## src/rtl/mdio_pkg.sv

```systemverilog
// rtl/mdio_pkg.sv - shared MDIO frame codes, field widths and FSM encoding
package mdio_pkg;

   localparam int PHYAD_W = 5;
   localparam int REGAD_W = 5;
   localparam int DATA_W  = 16;

   // Start-of-frame codes; the first ST bit is always 0, the second picks the clause
   localparam logic [1:0] ST_C22 = 2'b01;
   localparam logic [1:0] ST_C45 = 2'b00;

   localparam logic [1:0] OP22_WR    = 2'b01;
   localparam logic [1:0] OP22_RD    = 2'b10;
   localparam logic [1:0] OP45_ADDR  = 2'b00;
   localparam logic [1:0] OP45_WR    = 2'b01;
   localparam logic [1:0] OP45_RDINC = 2'b10;
   localparam logic [1:0] OP45_RD    = 2'b11;

   // Turnaround driven by the station on write/address frames
   localparam logic [1:0] TA_PAT = 2'b10;

   typedef enum logic [3:0] {
      S_IDLE, S_ST2, S_OP, S_PHYAD, S_REGAD, S_TA, S_WDATA, S_RDATA, S_SKIP
   } state_t;

   typedef enum logic [1:0] {
      K_WRITE, K_READ, K_ADDR, K_RDINC
   } kind_t;

   function automatic logic is_read(input kind_t k);
      return (k == K_READ) || (k == K_RDINC);
   endfunction

endpackage

```

## src/rtl/mdio_receptor_c45_if.sv

```systemverilog
// rtl/mdio_receptor_c45_if.sv - serial line and register-file strobe bundle
interface mdio_receptor_c45_if;
   import mdio_pkg::*;

   logic                MDIO_OE;
   logic                MDIO_OUT;
   logic [DATA_W-1:0]   RD_DATA;
   logic                MDIO_IN;
   logic                MDIO_IN_OE;
   logic                RD_STB;
   logic                WR_STB;
   logic                MDIO_DONE;
   logic                IS_C45;
   logic [REGAD_W-1:0]  ADDR;
   logic [DATA_W-1:0]   C45_ADDR;
   logic [DATA_W-1:0]   WR_DATA;

   // Station manager and register file side
   modport master (
      output MDIO_OE, MDIO_OUT, RD_DATA,
      input  MDIO_IN, MDIO_IN_OE, RD_STB, WR_STB, MDIO_DONE, IS_C45, ADDR, C45_ADDR, WR_DATA
   );

   // PHY receptor side
   modport slave (
      input  MDIO_OE, MDIO_OUT, RD_DATA,
      output MDIO_IN, MDIO_IN_OE, RD_STB, WR_STB, MDIO_DONE, IS_C45, ADDR, C45_ADDR, WR_DATA
   );

endinterface

```

## src/rtl/mdio_preamble_det.sv

```systemverilog
// rtl/mdio_preamble_det.sv - saturating preamble ones counter with start qualification
module mdio_preamble_det
   import mdio_pkg::*;
#(
   parameter int PREAMBLE_MIN = 32
) (
   input  logic clk,
   input  logic rst,
   input  logic en,
   input  logic oe,
   input  logic bit_in,
   output logic start_ok
);

   localparam logic [5:0] MIN = 6'(PREAMBLE_MIN);

   logic [5:0] cnt;

   // Count driven 1s while idle; any other sample, or leaving idle, restarts the count
   always_ff @(posedge clk) begin
      if (rst || !en) begin
         cnt <= 6'd0;
      end else if (oe && bit_in) begin
         if (cnt != MIN) cnt <= cnt + 6'd1;
      end else begin
         cnt <= 6'd0;
      end
   end

   // Counter saturates at MIN, so equality is the same as reaching the minimum
   assign start_ok = (MIN == 6'd0) || (cnt == MIN);

endmodule

```

## src/rtl/mdio_receptor_c45.sv

```systemverilog
// rtl/mdio_receptor_c45.sv - Clause-22/45 MDIO frame receiver, PHY side
module mdio_receptor_c45
   import mdio_pkg::*;
#(
   parameter logic [4:0]  PHY_ADDR     = 5'h01,
   parameter int          PREAMBLE_MIN = 32,
   parameter bit          C45_EN       = 1'b1,
   parameter logic [31:0] DEV_MASK     = 32'h0000_0002
) (
   input  logic                MDC,
   input  logic                rst,
   mdio_receptor_c45_if.slave  bus
);

   state_t      state, state_nx;
   logic [5:0]  e_cnt;          // number of the edge being sampled now (E2..E32)
   logic [14:0] rx_sh;          // previously sampled bits, newest in bit 0
   logic [15:0] tx_sh;
   logic        c45_r;
   kind_t       kind_r, kind_dec;
   logic        kind_ok;
   logic        start_ok;

   logic        bit_in, oe_in;
   logic [1:0]  op_now;
   logic [4:0]  fld5;
   logic [15:0] data_now;
   logic        last_edge, dev_ok, accept14;

   logic        rd_stb_nx, wr_stb_nx, done_nx, oe_nx, in_nx;
   logic        load_tx, shift_tx, addr_ld, wr_ld, c45_ld, c45_inc;

   assign bit_in    = bus.MDIO_OUT;
   assign oe_in     = bus.MDIO_OE;
   assign op_now    = {rx_sh[0], bit_in};
   assign fld5      = {rx_sh[3:0], bit_in};
   assign data_now  = {rx_sh[14:0], bit_in};
   assign last_edge = (e_cnt == 6'd32);
   assign dev_ok    = !c45_r || DEV_MASK[fld5];
   assign accept14  = (state == S_REGAD) && oe_in && (e_cnt == 6'd14) && dev_ok;

   mdio_preamble_det #(.PREAMBLE_MIN(PREAMBLE_MIN)) u_pre (
      .clk      (MDC),
      .rst      (rst),
      .en       (state == S_IDLE),
      .oe       (oe_in),
      .bit_in   (bit_in),
      .start_ok (start_ok)
   );

   // Opcode decode; Clause-22 only knows read and write
   always_comb begin
      kind_dec = K_WRITE;
      kind_ok  = 1'b0;
      if (c45_r) begin
         kind_ok = 1'b1;
         case (op_now)
            OP45_ADDR:  kind_dec = K_ADDR;
            OP45_WR:    kind_dec = K_WRITE;
            OP45_RDINC: kind_dec = K_RDINC;
            default:    kind_dec = K_READ;
         endcase
      end else begin
         case (op_now)
            OP22_WR: begin kind_dec = K_WRITE; kind_ok = 1'b1; end
            OP22_RD: begin kind_dec = K_READ;  kind_ok = 1'b1; end
            default: begin kind_dec = K_WRITE; kind_ok = 1'b0; end
         endcase
      end
   end

   // State register and frame edge counter
   always_ff @(posedge MDC) begin
      if (rst) begin
         state <= S_IDLE;
         e_cnt <= 6'd0;
      end else begin
         state <= state_nx;
         e_cnt <= (state == S_IDLE) ? 6'd2 : e_cnt + 6'd1;
      end
   end

   // Next-state: field boundaries are located by the edge counter
   always_comb begin
      state_nx = state;
      case (state)
         S_IDLE:  if (oe_in && !bit_in && start_ok) state_nx = S_ST2;
         S_ST2: begin
            if (!oe_in)                  state_nx = S_IDLE;
            else if (bit_in == ST_C22[0]) state_nx = S_OP;
            else if (C45_EN)             state_nx = S_OP;
            else                         state_nx = S_SKIP;
         end
         S_OP: begin
            if (!oe_in)                  state_nx = S_IDLE;
            else if (e_cnt == 6'd4)      state_nx = kind_ok ? S_PHYAD : S_SKIP;
         end
         S_PHYAD: begin
            if (!oe_in)                  state_nx = S_IDLE;
            else if (e_cnt == 6'd9)      state_nx = (fld5 == PHY_ADDR) ? S_REGAD : S_SKIP;
         end
         S_REGAD: begin
            if (!oe_in)                  state_nx = S_IDLE;
            else if (e_cnt == 6'd14) begin
               if (!dev_ok)              state_nx = S_SKIP;
               else if (is_read(kind_r)) state_nx = S_RDATA;
               else                      state_nx = S_TA;
            end
         end
         S_TA: begin
            if (!oe_in)                  state_nx = S_IDLE;
            else if (e_cnt == 6'd15) begin
               if (bit_in != TA_PAT[1])  state_nx = S_SKIP;
            end else if (bit_in != TA_PAT[0]) state_nx = S_SKIP;
            else                         state_nx = S_WDATA;
         end
         S_WDATA: begin
            if (!oe_in)                  state_nx = S_IDLE;
            else if (last_edge)          state_nx = S_IDLE;
         end
         S_RDATA, S_SKIP: if (last_edge) state_nx = S_IDLE;
         default:                        state_nx = S_IDLE;
      endcase
   end

   // Output decode: strobes, line drive and datapath load enables for this edge
   always_comb begin
      rd_stb_nx = 1'b0;
      wr_stb_nx = 1'b0;
      done_nx   = 1'b0;
      oe_nx     = 1'b0;
      in_nx     = 1'b0;
      load_tx   = 1'b0;
      shift_tx  = 1'b0;
      addr_ld   = 1'b0;
      wr_ld     = 1'b0;
      c45_ld    = 1'b0;
      c45_inc   = 1'b0;
      if (accept14) begin
         addr_ld   = 1'b1;
         rd_stb_nx = is_read(kind_r);
      end
      if (state == S_RDATA) begin
         if (last_edge) begin
            done_nx = 1'b1;
            c45_inc = (kind_r == K_RDINC);
         end else if (e_cnt == 6'd15) begin
            oe_nx   = 1'b1;
            load_tx = 1'b1;
         end else begin
            oe_nx    = 1'b1;
            in_nx    = tx_sh[15];
            shift_tx = 1'b1;
         end
      end
      if ((state == S_WDATA) && oe_in && last_edge) begin
         done_nx = 1'b1;
         if (kind_r == K_ADDR) begin
            c45_ld = 1'b1;
         end else begin
            wr_ld     = 1'b1;
            wr_stb_nx = 1'b1;
         end
      end
   end

   // Datapath and registered outputs
   always_ff @(posedge MDC) begin
      if (rst) begin
         rx_sh          <= '0;
         tx_sh          <= '0;
         c45_r          <= 1'b0;
         kind_r         <= K_WRITE;
         bus.RD_STB     <= 1'b0;
         bus.WR_STB     <= 1'b0;
         bus.MDIO_DONE  <= 1'b0;
         bus.MDIO_IN_OE <= 1'b0;
         bus.MDIO_IN    <= 1'b0;
         bus.ADDR       <= '0;
         bus.IS_C45     <= 1'b0;
         bus.WR_DATA    <= '0;
         bus.C45_ADDR   <= '0;
      end else begin
         rx_sh          <= data_now[14:0];
         bus.RD_STB     <= rd_stb_nx;
         bus.WR_STB     <= wr_stb_nx;
         bus.MDIO_DONE  <= done_nx;
         bus.MDIO_IN_OE <= oe_nx;
         bus.MDIO_IN    <= in_nx;
         if (state == S_ST2)                    c45_r  <= (bit_in == ST_C45[0]);
         if ((state == S_OP) && (e_cnt == 6'd4)) kind_r <= kind_dec;
         if (load_tx)       tx_sh <= bus.RD_DATA;
         else if (shift_tx) tx_sh <= {tx_sh[14:0], 1'b0};
         if (addr_ld) begin
            bus.ADDR   <= fld5;
            bus.IS_C45 <= c45_r;
         end
         if (wr_ld)        bus.WR_DATA  <= data_now;
         if (c45_ld)       bus.C45_ADDR <= data_now;
         else if (c45_inc) bus.C45_ADDR <= bus.C45_ADDR + 16'd1;
      end
   end

endmodule

```

## src/flat_wrapper.sv

```systemverilog
// flat-port wrapper written by rule: the top's interface ports become plain ports
module mdio_receptor_c45_flat import mdio_pkg::*;
#(
   parameter logic [4:0]  PHY_ADDR     = 5'h01,
   parameter int          PREAMBLE_MIN = 32,
   parameter bit          C45_EN       = 1'b1,
   parameter logic [31:0] DEV_MASK     = 32'h0000_0002
)
  (MDC, rst, bus_MDIO_OE, bus_MDIO_OUT, bus_RD_DATA, bus_MDIO_IN, bus_MDIO_IN_OE, bus_RD_STB, bus_WR_STB, bus_MDIO_DONE, bus_IS_C45, bus_ADDR, bus_C45_ADDR, bus_WR_DATA);
  mdio_receptor_c45_if bus_i ();
  input  logic MDC;
  input  logic rst;
  input wire logic [$bits(bus_i.MDIO_OE)-1:0] bus_MDIO_OE;
  input wire logic [$bits(bus_i.MDIO_OUT)-1:0] bus_MDIO_OUT;
  input wire logic [$bits(bus_i.RD_DATA)-1:0] bus_RD_DATA;
  output wire logic [$bits(bus_i.MDIO_IN)-1:0] bus_MDIO_IN;
  output wire logic [$bits(bus_i.MDIO_IN_OE)-1:0] bus_MDIO_IN_OE;
  output wire logic [$bits(bus_i.RD_STB)-1:0] bus_RD_STB;
  output wire logic [$bits(bus_i.WR_STB)-1:0] bus_WR_STB;
  output wire logic [$bits(bus_i.MDIO_DONE)-1:0] bus_MDIO_DONE;
  output wire logic [$bits(bus_i.IS_C45)-1:0] bus_IS_C45;
  output wire logic [$bits(bus_i.ADDR)-1:0] bus_ADDR;
  output wire logic [$bits(bus_i.C45_ADDR)-1:0] bus_C45_ADDR;
  output wire logic [$bits(bus_i.WR_DATA)-1:0] bus_WR_DATA;
  assign bus_i.MDIO_OE = bus_MDIO_OE;
  assign bus_i.MDIO_OUT = bus_MDIO_OUT;
  assign bus_i.RD_DATA = bus_RD_DATA;
  assign bus_MDIO_IN = bus_i.MDIO_IN;
  assign bus_MDIO_IN_OE = bus_i.MDIO_IN_OE;
  assign bus_RD_STB = bus_i.RD_STB;
  assign bus_WR_STB = bus_i.WR_STB;
  assign bus_MDIO_DONE = bus_i.MDIO_DONE;
  assign bus_IS_C45 = bus_i.IS_C45;
  assign bus_ADDR = bus_i.ADDR;
  assign bus_C45_ADDR = bus_i.C45_ADDR;
  assign bus_WR_DATA = bus_i.WR_DATA;
  mdio_receptor_c45 #(.PHY_ADDR(PHY_ADDR), .PREAMBLE_MIN(PREAMBLE_MIN), .C45_EN(C45_EN), .DEV_MASK(DEV_MASK)) u_core (.MDC(MDC), .rst(rst), .bus(bus_i));
endmodule
```

## config.mk

```make
export PLATFORM = sky130hd
export DESIGN_NAME = mdio_receptor_c45_flat
export DESIGN_NICKNAME = d
export VERILOG_FILES = /design/src/rtl/mdio_pkg.sv /design/src/rtl/mdio_receptor_c45_if.sv /design/src/rtl/mdio_preamble_det.sv /design/src/rtl/mdio_receptor_c45.sv /design/src/flat_wrapper.sv
export SDC_FILE = /design/constraint.sdc
export NUM_CORES = 1
export LEC_CHECK = 0
export BUFFER_PORTS_ARGS = -buffer_cell sky130_fd_sc_hd__buf_2
export CORE_MARGIN = 5
export CORE_UTILIZATION = 60
export DETAILED_ROUTE_END_ITERATION = 12
export GPL_TIMING_DRIVEN = 0
export PLACE_DENSITY = 0.84
export SYNTH_ARGS = -nofsm -noshare
export SYNTH_HDL_FRONTEND = slang
export SYNTH_SLANG_ARGS = --single-unit
```

## constraint.sdc

```tcl
create_clock -name MDC -period 4.15 [get_ports MDC]
set_input_delay 1.0375 -clock MDC [delete_from_list [all_inputs] [get_ports MDC]]
set_output_delay 1.0375 -clock MDC [all_outputs]
set_load 0.05 [all_outputs]
```

## Yosys cells after proc, flatten, opt, wreduce, memory -nomap -nowiden

Memories as Yosys holds them, arrays and structs flattened.
Cells that the tools add are included.

- Memories: 1
- Output and inout port bits: 43
- Bits in registers: 93
- Word-level logic and storage cells: 126
- Bits of input ports: 20
- Bits in read-only memories: 32

Memory list:

| memory | words | width | rd ports | clocked after Yosys merged registers in | wr ports | RTL line | text |
|---|---|---|---|---|---|---|---|
| (name not given) | 32 | 1 | 1 | 0 | 0 | mdio_receptor_c45.sv:39 | `assign dev_ok = !c45_r \|\| DEV_MASK[fld5];` |

- Reductions and logical operators: 27
- Mux-type cells: 47
- Equality and inequality tests: 26
- Order comparisons: 1
- Add/subtract/negate cells: 3
- Bitwise logic cells: 4

Operators by type and width:

| kind | count |
|---|---|
| $mux W16 | 4 |
| $mux W4 | 16 |
| $pmux W4 S8 | 1 |
| $mux W1 | 21 |
| $eq A6 B4 Y1 const B | 3 |
| $add A16 B1 Y16 const B | 1 |
| $eq A4 B3 Y1 const B | 4 |
| $add A6 B1 Y6 const B | 2 |
| $eq A6 B6 Y1 const B | 2 |
| $reduce_or A2 Y1 | 6 |
| $logic_and A1 B1 Y1 | 9 |
| $eq A4 B2 Y1 const B | 2 |
| $mux W2 | 4 |
| $eq A2 B2 Y1 const B | 3 |
| $eq A6 B3 Y1 const B | 1 |
| $lt A5 B6 Y1 const B | 1 |
| $ne A3 B3 Y1 const B | 2 |
| $ne A6 B6 Y1 const B | 1 |
| $pmux W2 S3 | 1 |
| $eq A5 B1 Y1 const B | 1 |
| $reduce_and A5 Y1 | 1 |
| $eq A2 B1 Y1 const B | 2 |
| $eq A4 B1 Y1 const B | 1 |
| $eq A4 B4 Y1 const B | 1 |
| other kinds (10) | 18 |

## Depth between registers and ports, before layout

- Depth after elaboration: 8
- Mapped depth: 8

## Hierarchy

A second synthesis with hierarchy kept.

- Cell total of the unflattened synthesis: 496
- Area, all modules: 4197.8 µm²

Modules (own cells, without submodules):

| module | instances | seq. area each (µm²) | cells an instance | area each (µm²) |
|---|---|---|---|---|
| mdio_receptor_c45 | 1 | 1741.7 | 462 | 3883.7 |
| mdio_preamble_det | 1 | 120.1 | 34 | 314.1 |

## Least setup slack after synthesis

OpenSTA, ideal clock, no wires.

- Path type: input-to-reg
- From: in bus_MDIO_OUT
- To: reg u_core.bus.ADDR[0]
- Setup time: 128 ps
- Path slack: 1453 ps
- Arrival time: 2569 ps
- Cell stages on the path: 7
- Cells stage by stage: ha_1 -> or4b_4 -> a2111oi_4 -> and2_1 -> buf_6 -> mux2i_1 -> nor2_1

- Word-level cells in the longest chain between the ends: 5

RTL lines:

| what | RTL line | text |
|---|---|---|
| start: declaration | flat_wrapper.sv:14 | `input wire logic [$bits(bus_i.MDIO_OUT)-1:0] bus_MDIO_OUT;` |
| $mem_v2 Z32 W1 | - |  |
| $mux W1 (not written as such) | mdio_receptor_c45.sv:39 |  |
| $logic_or A1 B1 Y1 | mdio_receptor_c45.sv:39 |  |
| $logic_and A1 B1 Y1 | mdio_receptor_c45.sv:40 | `assign accept14 = (state == S_REGAD) && oe_in && (e_cnt == 6'd14) && dev_ok;` |
| $mux W1 | mdio_receptor_c45.sv:139 | `if (accept14) begin` |
| end signal: assignment | mdio_receptor_c45.sv:195 | `bus.ADDR <= fld5;` |
| end: declaration | mdio_receptor_c45_if.sv:27 | `output MDIO_IN, MDIO_IN_OE, RD_STB, WR_STB, MDIO_DONE, IS_C45, ADDR, C45_ADDR, WR_DATA` |

Several ways; a longest one is shown, not always the timed one. The select of a mux whose other input is x is not followed.
A chain may end at the register's enable or synchronous reset.

## Worst setup path in the final report

- From: in bus_MDIO_OUT
- To: reg u_core.bus.ADDR[2]

- Word-level cells in the longest chain between the ends: 5

RTL lines:

| what | RTL line |
|---|---|
| $mem_v2 Z32 W1 | - |
| $mux W1 (not written as such) | mdio_receptor_c45.sv:39 |
| $logic_or A1 B1 Y1 | mdio_receptor_c45.sv:39 |
| $logic_and A1 B1 Y1 | mdio_receptor_c45.sv:40 |
| $mux W1 | mdio_receptor_c45.sv:139 |

Every way passes these cells. The select of a mux whose other input is x is not followed.

==> out/summary.txt <==
cell internal power dissipation: 1.30 mW
initial core utilization: 0.611
CTS sink cnt: 93
total power divided by cell area: 368 nW/µm²
clock share of power: 0.394
clock buffer count from CTS: 9
Layout Cell Area excl Fill: 4760 µm²
aggregate global routing overflow: 0
Max Transition Viols Final: 0
sequential fraction of the synthesis area: 0.451
most instantiated flip-flop cell in the synthesis netlist: sky130_fd_sc_hd__dfxtp_1
Final Util: 0.704
Reg area: 1860 µm²
Switching Share: 0.256
Hold WS: 0.455 ns
overall routing resource usage: 0.232
total die area: 8640 µm²
minimum period implied by the final worst setup slack: 2.61 ns
worst-path cell with the longest stage delay: sky130_fd_sc_hd__or4b_4
global-route wire length before repair: 16.2 mm
dpl cells: 631
delay of the slowest cell on the worst path: 0.51 ns
maximum achievable frequency: 384 MHz
run status: finished, final reports clean
most common cell after layout, fill and taps aside: sky130_fd_sc_hd__dfxtp_1
highest-count cells in the layout ignoring fill and taps: sky130_fd_sc_hd__dfxtp_1, sky130_fd_sc_hd__nand2_1, sky130_fd_sc_hd__buf_2
largest buffer count on any clock path: 2
Final Total Pwr: 1.75 mW
setup violators final: 0
instance area after placement: 4530 µm²
area occupied by multi-input gates: 2110 µm²
Arrival @ worst endpoint: 2.84 ns
CTS tree: built
ports placed on the boundary: 63
Synthesis Warnings: 0
width of the die: 92.9 µm
launching element type of the critical path: input port
Detailed Route WL: 10.0 mm
largest net degree at the start of global routing: 18
list of cells traversed by the critical path: buf_2 -> ha_1 -> or4b_4 -> a2111oi_4 -> and2_1 -> buf_6 -> mux2i_1 -> nor2_1
Final Non-Filler Cells: 647
number of buffers inserted by post-CTS setup repair: 0
area growth from synthesis to layout: 15.3%
Filler Cell Count: 557
number of optimization iterations in the first detailed-route pass: 6
Distinct cells, synth: 49
Setup crit start: bus_MDIO_OUT
Post-synth ARST share: 0
gpl congestion: 0.927
post-detailed-route wirelength per cell: 15.5 µm
Psw: 449 µW
net count after synthesis: 521
maximum fanout along the worst path: 7
estimated wirelength of the detail-placed design: 7.33 mm
start-to-end type of the worst setup path: input port to flop
number of violations reported at the end of detailed-routing iteration 0: 226
clock slew at reported path FFs: 0.09 ns
final routed DRC violation total: 0
number of rows in the core area: 30
source of the worst register-to-register timing path: u_core.rx_sh[0]
Antenna Cells: 0
port bufs: 61
max capacitance violation total: 0
Hold Violations, Final: 0
post-cts resize count: 0
proportion of layout cells with a drive suffix above 1: 0.166
Clk Latency, worst-skew pair: 0.36 ns
vias per cell: 5.86
number of antenna-violating nets in the routed design: 0
maximum level of the CTS H-tree: 3
Post-synth EDFFs: 0
Nets: 593
post-route clock period utilization: 0.628
synthesized instance count: 490
core box area: 6760 µm²
clock tree skew after final layout: 0.0112 ns
path type of the worst min-delay path: flop to flop
post-route setup TNS: 0 ns
hold buffer count at CTS: 0
share of power burned in combinational logic: 0.079
Worst Setup End Kind: flop
pin slew with the least headroom to its limit: 0.832 ns
clock root cell: sky130_fd_sc_hd__clkbuf_8
vias after detailed routing: 3,790
critical hold path startpoint: u_core.bus.WR_DATA[2]
post-synthesis register bit count: 93
Avg Inst Size Synth: 8.42 µm²
number of global-route vias before repair: 3,517
Leak: 1.74 nW
Die Span Y: 92.9 µm
worst max-slew margin expressed relative to the limit: 0.440
smallest setup slack after layout: 1.54 ns
Sequential Power Share: 0.527
netlist area before placement: 4130 µm²
largest voltage drop on the vdd net: 0.178 mV
antenna violations before repair: 0
RSZ-0062 raised after global routing: false
worst slack after detailed placement: 1.17 ns
required time worst endpoint: 4.38 ns
==> worst paths after layout <==
path / endpoint / slack, ns / cells after the start
worst min-delay path: u_core.bus.WR_DATA[2] / 0.45 / 2
worst min register to register: u_core.bus.WR_DATA[2] / 0.45 / 2
worst max-delay path: u_core.bus.ADDR[2] / 1.54 / 8
worst max register to register: u_core.bus.ADDR[2] / 1.76 / 8
==> cell families after synthesis <==
logic type | after synthesis | synth area share
simple gates | 244 | 0.290
flops | 93 | 0.451
compound gates | 86 | 0.146
buf+inv | 37 | 0.0373
fa+ha+maj | 11 | 0.0333
xor+xnor | 10 | 0.0212
mux | 9 | 0.0218
==> cell usage after synthesis (5+ instances only) <==
| cell | instances | area, µm² |
|---|---|---|
| sky130_fd_sc_hd__clkbuf_1 | 18 | 67.6 |
| sky130_fd_sc_hd__ha_1 | 11 | 138 |
| sky130_fd_sc_hd__nor3_1 | 6 | 30.0 |
| sky130_fd_sc_hd__a311oi_1 | 14 | 123 |
| sky130_fd_sc_hd__xor2_1 | 6 | 52.6 |
| sky130_fd_sc_hd__inv_1 | 12 | 45.0 |
| sky130_fd_sc_hd__nand2_1 | 89 | 334 |
| sky130_fd_sc_hd__and2_1 | 5 | 31.3 |
| sky130_fd_sc_hd__o211ai_1 | 5 | 37.5 |
| sky130_fd_sc_hd__nand3_1 | 24 | 120 |
| sky130_fd_sc_hd__nand4_1 | 12 | 75.1 |
| sky130_fd_sc_hd__mux2i_1 | 9 | 90.1 |
| sky130_fd_sc_hd__buf_2 | 6 | 30.0 |
| sky130_fd_sc_hd__nor2_1 | 53 | 199 |
| sky130_fd_sc_hd__a31oi_1 | 13 | 81.3 |
| sky130_fd_sc_hd__or3_1 | 8 | 50.1 |
| sky130_fd_sc_hd__dfxtp_1 | 93 | 1860 |
| sky130_fd_sc_hd__nor4_1 | 6 | 37.5 |
| sky130_fd_sc_hd__nor2b_1 | 18 | 113 |
| sky130_fd_sc_hd__a21oi_1 | 29 | 145 |
==> routing by layer <==
| metal | track usage | wire [µm] |
|---|---|---|
| met2 | 0.394 | 4870 |
| met4 | 0.0672 | 78 |
| met1 | 0.297 | 4390 |
| met3 | 0.0487 | 686 |
| met5 | 0 | 0 |
==> critical path, delay by kind of cell <==
kind,cells,cell delay (ns)
and+or+nand+nor,3,0.76
AOI/OAI and AO/OA,1,0.43
adders and majority gates,1,0.16
muxes,1,0.19
buffers and inverters,2,0.24
==> registers in the layout, indices dropped and copies added, names as in the netlist, 2 cells and up <==
name and flops:
u_core.state 4, u_core.bus.C45_ADDR 16, u_core.kind_r 2, u_core.rx_sh 15
u_core.tx_sh 16, u_core.e_cnt 6, u_core.u_pre.cnt 6, u_core.bus.WR_DATA 16
u_core.bus.ADDR 5
==> final cells by class <==
type	instances	area share
multi-input combinational	360	0.444
sequential	93	0.391
timing repair buffer	61	0.0641
clock buffer	9	0.0260
buffer	25	0.0229
clock inverter	7	0.0216
tap	80	0.0210
inverter	12	0.00946
==> power by group through the flow <==
| stage | Combinational (mW) | Clock, mW | Sequential [mW] |
|---|---|---|---|
| detailed placement | 0.137 | 0 | 0.944 |
| global route | 0.155 | 0.740 | 0.927 |
| floorplan | 0.100 | 0 | 0.939 |
| global placement | 0.136 | 0 | 0.944 |
| CTS | 0.138 | 0.696 | 0.923 |
| finish | 0.139 | 0.690 | 0.924 |
Power figures use the tool's default switching activity.
